## src/rtl/spimem_pkg.sv

```systemverilog
// rtl/spimem_pkg.sv - shared constants, width helpers and FSM states for the SPI-memory read cache
//   LINE_WORDS : 32-bit words per cache line
//   ADDR_W     : CPU and flash byte-address width
//   OFFS_W     : byte-offset bits inside one line
//   state_e    : controller states IDLE / FILL / RESP
package spimem_pkg;

  localparam int LINE_WORDS = 4;
  localparam int ADDR_W     = 24;
  localparam int OFFS_W     = 4;

  typedef enum logic [1:0] {
    IDLE = 2'd0,
    FILL = 2'd1,
    RESP = 2'd2
  } state_e;

  function automatic int idx_width(input int lines);
    return $clog2(lines);
  endfunction

  function automatic int tag_width(input int lines);
    return ADDR_W - OFFS_W - $clog2(lines);
  endfunction

endpackage

```

## src/rtl/spimem_cache_ram.sv

```systemverilog
// rtl/spimem_cache_ram.sv - line data array, one synchronous write port and one asynchronous read port
//   clk   : write clock
//   we    : write enable
//   waddr : write word address {index, word}
//   wdata : write data
//   raddr : read word address {index, word}
//   rdata : read data, combinational from raddr
module spimem_cache_ram #(
  parameter int DEPTH = 32,
  parameter int AW    = 5
) (
  input  logic          clk,
  input  logic          we,
  input  logic [AW-1:0] waddr,
  input  logic [31:0]   wdata,
  input  logic [AW-1:0] raddr,
  output logic [31:0]   rdata
);

  logic [31:0] mem [DEPTH];

  always_ff @(posedge clk) begin
    if (we) begin
      mem[waddr] <= wdata;
    end
  end

  // Asynchronous read lets a hit be answered one edge after the request.
  assign rdata = mem[raddr];

endmodule

```

## src/rtl/spimem_cache.sv

```systemverilog
// rtl/spimem_cache.sv - direct-mapped read cache in front of a SPI flash controller
//   clk, resetn          : clock, asynchronous active-low reset
//   valid/ready          : CPU read request (held) / one-cycle response strobe
//   addr/rdata           : CPU byte address / read data while ready=1
//   flush                : invalidate all lines
//   mem_valid/mem_ready  : flash word request / flash word-done strobe
//   mem_addr/mem_rdata   : flash word address / flash word data
module spimem_cache
  import spimem_pkg::*;
#(
  parameter int LINES = 8
) (
  input  logic              clk,
  input  logic              resetn,
  input  logic              valid,
  output logic              ready,
  input  logic [ADDR_W-1:0] addr,
  output logic [31:0]       rdata,
  input  logic              flush,
  output logic              mem_valid,
  input  logic              mem_ready,
  output logic [ADDR_W-1:0] mem_addr,
  input  logic [31:0]       mem_rdata
);

  localparam int IDX_W  = idx_width(LINES);
  localparam int TAG_W  = tag_width(LINES);
  localparam int RAM_AW = IDX_W + 2;

  state_e             state_q, state_d;
  logic [LINES-1:0]   valid_q, valid_d;
  logic [1:0]         fill_cnt_q, fill_cnt_d;
  logic [TAG_W-1:0]   req_tag_q, req_tag_d;
  logic [IDX_W-1:0]   req_idx_q, req_idx_d;
  logic [1:0]         req_word_q, req_word_d;
  logic               poison_q, poison_d;
  logic               ready_q, ready_d;
  logic [31:0]        rdata_q, rdata_d;
  logic               mem_valid_q, mem_valid_d;
  logic [ADDR_W-1:0]  mem_addr_q, mem_addr_d;

  logic [TAG_W-1:0]   tag_q [LINES];
  logic               tag_we;

  logic [1:0]         cpu_word;
  logic [IDX_W-1:0]   cpu_idx;
  logic [TAG_W-1:0]   cpu_tag;
  logic               hit;
  logic               word_done;
  logic               unused_addr_bits;

  logic               ram_we;
  logic [RAM_AW-1:0]  ram_waddr;
  logic [RAM_AW-1:0]  ram_raddr;
  logic [31:0]        ram_rdata;

  assign cpu_word = addr[3:2];
  assign cpu_idx  = addr[OFFS_W +: IDX_W];
  assign cpu_tag  = addr[ADDR_W-1 -: TAG_W];
  assign unused_addr_bits = ^addr[1:0];

  // A flush in the same cycle as a hit forces the miss path.
  assign hit = valid_q[cpu_idx] && (tag_q[cpu_idx] == cpu_tag) && !flush;

  // mem_ready only counts while a request is actually outstanding.
  assign word_done = (state_q == FILL) && mem_valid_q && mem_ready;

  assign ram_we    = word_done;
  assign ram_waddr = {req_idx_q, fill_cnt_q};
  assign ram_raddr = (state_q == IDLE) ? {cpu_idx, cpu_word} : {req_idx_q, req_word_q};

  spimem_cache_ram #(
    .DEPTH (LINES * LINE_WORDS),
    .AW    (RAM_AW)
  ) u_ram (
    .clk   (clk),
    .we    (ram_we),
    .waddr (ram_waddr),
    .wdata (mem_rdata),
    .raddr (ram_raddr),
    .rdata (ram_rdata)
  );

  always_comb begin
    state_d     = state_q;
    valid_d     = valid_q;
    fill_cnt_d  = fill_cnt_q;
    req_tag_d   = req_tag_q;
    req_idx_d   = req_idx_q;
    req_word_d  = req_word_q;
    poison_d    = poison_q;
    ready_d     = 1'b0;
    rdata_d     = rdata_q;
    mem_valid_d = mem_valid_q;
    mem_addr_d  = mem_addr_q;
    tag_we      = 1'b0;

    case (state_q)
      IDLE: begin
        if (valid) begin
          if (hit) begin
            rdata_d = ram_rdata;
            ready_d = 1'b1;
            state_d = RESP;
          end else begin
            // The line is about to be overwritten word by word, so it must
            // not be visible until the fill has fully landed.
            valid_d[cpu_idx] = 1'b0;
            fill_cnt_d  = 2'd0;
            req_tag_d   = cpu_tag;
            req_idx_d   = cpu_idx;
            req_word_d  = cpu_word;
            poison_d    = flush;
            mem_valid_d = 1'b1;
            mem_addr_d  = {cpu_tag, cpu_idx, 2'b00, 2'b00};
            state_d     = FILL;
          end
        end
      end

      FILL: begin
        if (flush) begin
          poison_d = 1'b1;
        end
        if (mem_valid_q) begin
          if (mem_ready) begin
            // Drop the request for one cycle so each word is a new request.
            mem_valid_d = 1'b0;
            fill_cnt_d  = fill_cnt_q + 2'd1;
            if (fill_cnt_q == 2'd3) begin
              if (!poison_q && !flush) begin
                tag_we = 1'b1;
                valid_d[req_idx_q] = 1'b1;
              end
              // Word 3 is being written this edge, so take it straight from the bus.
              rdata_d = (req_word_q == 2'd3) ? mem_rdata : ram_rdata;
              if (valid) begin
                ready_d = 1'b1;
                state_d = RESP;
              end else begin
                state_d = IDLE;
              end
            end
          end
        end else begin
          mem_valid_d = 1'b1;
          mem_addr_d  = {req_tag_q, req_idx_q, fill_cnt_q, 2'b00};
        end
      end

      RESP: begin
        state_d = IDLE;
      end

      default: begin
        state_d = IDLE;
      end
    endcase

    if (flush) begin
      valid_d = '0;
    end
  end

  always_ff @(posedge clk or negedge resetn) begin
    if (!resetn) begin
      state_q     <= IDLE;
      valid_q     <= '0;
      fill_cnt_q  <= 2'd0;
      req_tag_q   <= '0;
      req_idx_q   <= '0;
      req_word_q  <= 2'd0;
      poison_q    <= 1'b0;
      ready_q     <= 1'b0;
      rdata_q     <= 32'd0;
      mem_valid_q <= 1'b0;
      mem_addr_q  <= '0;
    end else begin
      state_q     <= state_d;
      valid_q     <= valid_d;
      fill_cnt_q  <= fill_cnt_d;
      req_tag_q   <= req_tag_d;
      req_idx_q   <= req_idx_d;
      req_word_q  <= req_word_d;
      poison_q    <= poison_d;
      ready_q     <= ready_d;
      rdata_q     <= rdata_d;
      mem_valid_q <= mem_valid_d;
      mem_addr_q  <= mem_addr_d;
    end
  end

  always_ff @(posedge clk) begin
    if (tag_we) begin
      tag_q[req_idx_q] <= req_tag_q;
    end
  end

  assign ready     = ready_q;
  assign rdata     = rdata_q;
  assign mem_valid = mem_valid_q;
  assign mem_addr  = mem_addr_q;

endmodule

```

## config.mk

```make
export PLATFORM = sky130hd
export DESIGN_NAME = spimem_cache
export DESIGN_NICKNAME = d
export VERILOG_FILES = /design/src/rtl/spimem_pkg.sv /design/src/rtl/spimem_cache_ram.sv /design/src/rtl/spimem_cache.sv
export SDC_FILE = /design/constraint.sdc
export NUM_CORES = 2
export LEC_CHECK = 0
export CAP_MARGIN = 20
export CORE_ASPECT_RATIO = 0.75
export CORE_MARGIN = 2
export CORE_UTILIZATION = 50
export DETAILED_ROUTE_END_ITERATION = 7
export GPL_ROUTABILITY_DRIVEN = 0
export GPL_TIMING_DRIVEN = 0
export MAX_ROUTING_LAYER = met4
export PLACE_DENSITY = 0.69
export RECOVER_POWER = 25
export SLEW_MARGIN = 20
export SYNTH_ARGS = -nofsm -noshare
export SYNTH_HDL_FRONTEND = slang
export SYNTH_SLANG_ARGS = --single-unit
```

## constraint.sdc

```tcl
create_clock -name clk -period 5.85 [get_ports clk]
set_input_delay 0.585 -clock clk [delete_from_list [all_inputs] [get_ports clk]]
set_output_delay 0.585 -clock clk [all_outputs]
set_load 0.01 [all_outputs]
```

# Yosys cells after proc, flatten, opt, wreduce, memory -nomap -nowiden
# Memories as Yosys holds them, arrays and structs flattened.
# Cells that the tools add are included.
# totals
mem_bits_rw	1160
n_memories	2
word_cells	123
out_inout_bits	58
ff_bits	93
# op_classes
magnitude_cmp	4
mux	63
addsub	1
n_reduce_logical	20
n_bitwise	4
eq_ne	18
# mem_list
name	depth	width	read_ports	rd_ports_with_merged_regs	wr	line_no	text
u_ram.mem	32	32	1	0	1	spimem_cache_ram.sv:20	logic [31:0] mem [DEPTH];
tag_q	8	17	1	0	1	spimem_cache.sv:42	logic [TAG_W-1:0] tag_q [LINES];
# ops
operator	n
32-bit two-way mux	6
24-bit two-way mux	3
32-bit case mux with 2 select lines	1
8-bit two-way mux	7
24-bit case mux with 2 select lines	1
1-bit two-way mux	25
2-bit two-way mux	10
17-bit equality test	1
8-bit case mux with 2 select lines	1
2-bit inequality test, second input constant	7
3-bit inequality test, second input constant	4
4-bit AND reduction	3
8-bit AND	1
3-bit by 4-bit less-than comparator with 1-bit output, second input constant	2
8-bit inverter	1
8-bit bitwise OR	1
2-bit case mux with 2 select lines	2
1-bit logical AND	7
7-bit AND reduction	1
1-bit demux with 3-bit select	2
3-bit by 1-bit greater-or-equal comparator with 1-bit output, second input constant	2
3-bit by 2-bit inequality test with 1-bit output, second input constant	2
1-bit case mux with 2 select lines	3
3-bit AND reduction	2
other kinds (13)	15

# Longest topological paths before layout
# depth
ltp_word	11
ltp_mapped	14
depth_no_buf	9

# Hierarchy
# A second synthesis with hierarchy kept.
# unflattened
hier_cells	2878
hier_area_um2	49796.5
# modules_own_cells
module	area_each_um2	cells_each	instances
spimem_cache_ram	39852.0	2228	1
spimem_cache	9944.5	650	1

# Worst setup path after synthesis
# OpenSTA, ideal clock, no wires.
# synth_path
path_type	input port to flip-flop
start	in addr[4]
end	reg rdata_q[7], in the netlist rdata[7]
setup_ns	0.125
path_stages	14
t_arrival_ns	2.969
required_ns	5.725
path_slack_ns	2.756
cell_sequence	buf_6 buf_12 buf_6 buf_2 nor3b_1 a21o_1 buf_2 buf_2 mux4_2 a22oi_1 nand2_1 a31oi_1 nor3_1 mux2_2
# synth_between
elab_chain_cells	7
# synth_rtl
item	line_no	text
start: declaration	spimem_cache.sv:17	input logic [ADDR_W-1:0] addr,
5-bit two-way mux	spimem_cache.sv:70	assign ram_raddr = (state_q == IDLE) ? {cpu_idx, cpu_word} : {req_idx_q, req_word_q};
memory 32 x 32 bit	--	
32-bit two-way mux	spimem_cache.sv:136	rdata_d = (req_word_q == 2'd3) ? mem_rdata : ram_rdata;
32-bit two-way mux	spimem_cache.sv:130	if (fill_cnt_q == 2'd3) begin
32-bit two-way mux	spimem_cache.sv:126	if (mem_ready) begin
32-bit two-way mux	spimem_cache.sv:125	if (mem_valid_q) begin
32-bit case mux with 2 select lines	spimem_cache.sv:98	case (state_q)
end signal: assignment	spimem_cache.sv:187	rdata_q <= rdata_d;
end: declaration	spimem_cache.sv:38	logic [31:0] rdata_q, rdata_d;
# Several ways; a longest one is shown, not always the timed one. The select of a mux whose other input is x is not followed.
# A chain may end at the register's enable or synchronous reset.

# Worst setup path after layout
# layout_path
start	reg state_q[1]
end	reg rdata_q[18], in the netlist rdata[18]
# layout_between
elab_chain_cells	8
# layout_rtl
item	line_no	text
start: declaration	spimem_cache.sv:30	state_e state_q, state_d;
start signal: assignment	spimem_cache.sv:179	state_q <= state_d;
2-bit zero test	spimem_cache.sv:70, spimem_cache.sv:98	
5-bit two-way mux	spimem_cache.sv:70	
memory 32 x 32 bit	--	
32-bit two-way mux	spimem_cache.sv:136	
32-bit two-way mux	spimem_cache.sv:130	
32-bit two-way mux	spimem_cache.sv:126	
32-bit two-way mux	spimem_cache.sv:125	
32-bit case mux with 2 select lines	spimem_cache.sv:98	
# Several ways; a longest one is shown, not always the timed one. The select of a mux whose other input is x is not followed.

==> out/qor.yml <==
run_status: "complete, but fails checks"
failed_checks: "capacitance limit, slew limit"
synth_area_leader_cell: "edfxtp_1"
async_flop_share: 0.0727
vias: 29200
crit_fanout: 10
irDropWorstVdd_v: 0.000302
wirelength_um: 141000
fmax_mhz: 193
powerDensity_nw_per_um2: 504
io_pins: 119
setup_violations: 0
design_power_total_mw: 28.9
grt_usage: 0.283
synth.distinct_cells: 61
worstPathArrival_ps: 5810
crit_path_start_kind: "register"
synth_flop_cell: "edfxtp_1"
worstPathCellList: "nor2_2 -> mux2i_1 -> clkbuf_1 -> nor2_1 -> clkbuf_1 -> a221oi_1 -> o22ai_1 -> nor3_1 -> mux2_2"
end_kind: "register"
synth_top_area_frac: 0.702
dieWidth_um: 368
yosys_warnings: 0
clock_latency_ps: 720
io_buffers: 112
cts_sinks: 1251
slew_headroom: -0.405
coreArea_um2: 98800
hold_viol: 0
clockRootBuffer: "clkbuf_16"
ys_seq_area_frac: 0.748
route.detailed.drc: 0
final.min_clock_period_ps: 5180
rsz0062_at_grt: "false"
place_hpwl_um: 92500
critPathKind: "register to register"
p_leak_nw: 19.3
synth_edf_count: 1160
required_ps: 6480
cts_buffer_depth: 3
grt_max_degree: 58
finalWorstSetupSlack_ps: 673
drtIter0Drc: 4700
worst_pin_slew_ps: 2110
start_util: 0.502
setup-tns-final_ps: 0
skew_ps: 32.9
syn2layout_area_growth_pct: 15.8
synthCells: 2793
grt_pass1_wl_um: 201000
row_count: 100
pre_cts_slack_ps: 603
syn-cell-area_um2: 49600
cts_resized: 0
numCtsBuffers: 117
antenna_found_initial: 9
path_clk_slew_ps: 60
die_h_um: 277
h-tree-depth: 3
crit_top_cell: "clkbuf_1"
syn_area_per_cell_um2: 17.8
ant_nets: 0
post_drt_wl_per_cell_um: 31.3
firstDrtPassIters: 8
cts_tree: "yes"
cpMaxStageDelayCell: "a221oi_1"
maxSlewViolCount: 749
drive_above_1_share: 0.190
dieArea_um2: 102000
yosys-top-cells-area: "edfxtp_1 70%, mux2i_1 6.3%, dfrtp_1 4.6%, mux2_2 3.7%, mux4_2 3.4%"
hold_class: "register to register"
slowest_delay_ps: 1010
cap_viol_max_count: 22
fin_crit_sh: 0.885
synth-seq-cells: 1251
first_global_vias: 28200
final_cells: 4502
viasPerCell: 6.48
placedCellCount: 4279
final_nets: 3140
grt_remaining_overflow: 0
## kinds of logic after synthesis
kind of cell / synth area share
compound gates: 0.0582
xor+xnor: 0.00141
fa+ha+maj: 0.00101
buf+inv: 0.0161
flops: 0.748
mux: 0.141
other cells: 0.0000756
simple gates: 0.0339
## where the power goes
part	total [mW]	switching [mW]	internal, mW
Combinational	10.3	6.67	3.66
Sequential	11.0	0.434	10.5
Clock	7.64	3.29	4.35
Total	28.9	10.4	18.5
## cell usage after synthesis (6+ instances only)
| cell | count |
|---|---|
| edfxtp_1 | 1160 |
| mux2i_1 | 314 |
| nand2_1 | 162 |
| mux2_2 | 161 |
| nor2_1 | 132 |
| o22ai_1 | 100 |
| dfrtp_1 | 91 |
| clkbuf_1 | 76 |
| mux4_2 | 74 |
| a221oi_1 | 68 |
| a22oi_1 | 57 |
| a32oi_1 | 49 |
| nor3_1 | 47 |
| buf_2 | 46 |
| a31oi_1 | 42 |
| a21oi_1 | 25 |
| buf_1 | 21 |
| mux2_4 | 20 |
| a22o_1 | 14 |
| buf_6 | 9 |
| a31o_2 | 8 |
| o21ai_0 | 8 |
| buf_4 | 7 |
| inv_1 | 7 |
| nand3_1 | 7 |
| nor4_1 | 7 |
| nand4_1 | 6 |
| nor2b_1 | 6 |
| o21a_1 | 6 |
## placed cells by master, fill, tap and decap left out, types with 8 or more instances in the layout
cell type,Yosys,routed
a32oi_1,49,49
clkinv_1,1,16
mux2_4,20,20
clkbuf_16,0,118
nor2_4,1,39
a31oi_1,42,42
a31o_2,8,8
mux2i_1,314,313
a221oi_1,68,68
a21oi_1,25,25
a22o_1,14,14
buf_6,9,12
bufinv_16,0,14
mux4_2,74,74
mux2_2,161,161
clkbuf_1,76,129
nand2_1,162,162
dfrtp_1,91,91
nor3_1,47,47
buf_2,46,55
o21ai_0,8,8
buf_12,1,26
clkinv_2,0,18
o22ai_1,100,100
edfxtp_1,1160,1160
clkdlybuf4s50_1,0,79
buf_16,0,20
buf_1,21,21
a22oi_1,57,57
nor2_1,132,91
## sequential cells by signal (all words and copies together), names as in the netlist, 2 cells and up
name	flops
u_ram.mem	1024
req_tag_q	17
fill_cnt_q	2
rdata	32
valid_q	8
tag_q	136
req_idx_q	3
state_q	2
req_word_q	2
mem_addr	22
## per-stage QoR
| stage | hold slack (ps) | utilization | cell area (µm²) |
|---|---|---|---|
| floorplan | 289 | - | 49600 |
| global placement | 476 | 0.530 | 52400 |
| detailed placement | 492 | 0.543 | 53600 |
| CTS | 306 | 0.581 | 57500 |
| global route | 522 | 0.581 | 57400 |
| finish | 500 | 0.581 | 57400 |
## layout make-up
cell class	count	area, µm²
Antenna cell	7	17.5
Sequential cell	1251	37100
Multi-Input combinational cell	1375	12000
Clock buffer	151	3090
Timing Repair Buffer	162	2030
Tap cell	1326	1660
Inverter	8	30.0
Clock inverter	62	732
Fill cell	7167	41400
Buffer	160	772
## layer usage
metal  track usage  up-vias  part of all wire
met5             -        -                 0
met4        0.0700        0             0.027
met3        0.0798      253              0.14
met2         0.395     2078              0.43
met1         0.412    15000              0.40
li1              -    11900                 -
## critical path, delay by kind of cell (launching register included)
kind / cells / cell delay (ps)
buffers and inverters: 2 / 1310
AO/OA/AOI/OAI: 2 / 1310
AND/OR/NAND/NOR: 3 / 1030
multiplexers: 2 / 990
flip-flops: 1 / 430
## what timing repair did
action	CTS	global route
hold buffers	1	0
hold endpoints to repair	34	0
buffers inserted	0	0
## path summary, 6_finish.rpt
kind	start	to	slack (ps)	cells past startpoint
max in group asynchronous	resetn	mem_addr[9]	3600	2
min	rdata[21]	rdata[21]	500	1
min reg2reg	rdata[21]	rdata[21]	500	1
min in group asynchronous	resetn	mem_addr[21]	1010	2
max	state_q[1]	rdata[18]	670	9
max reg2reg	state_q[1]	rdata[18]	670	9
Power figures use the tool's default switching activity.
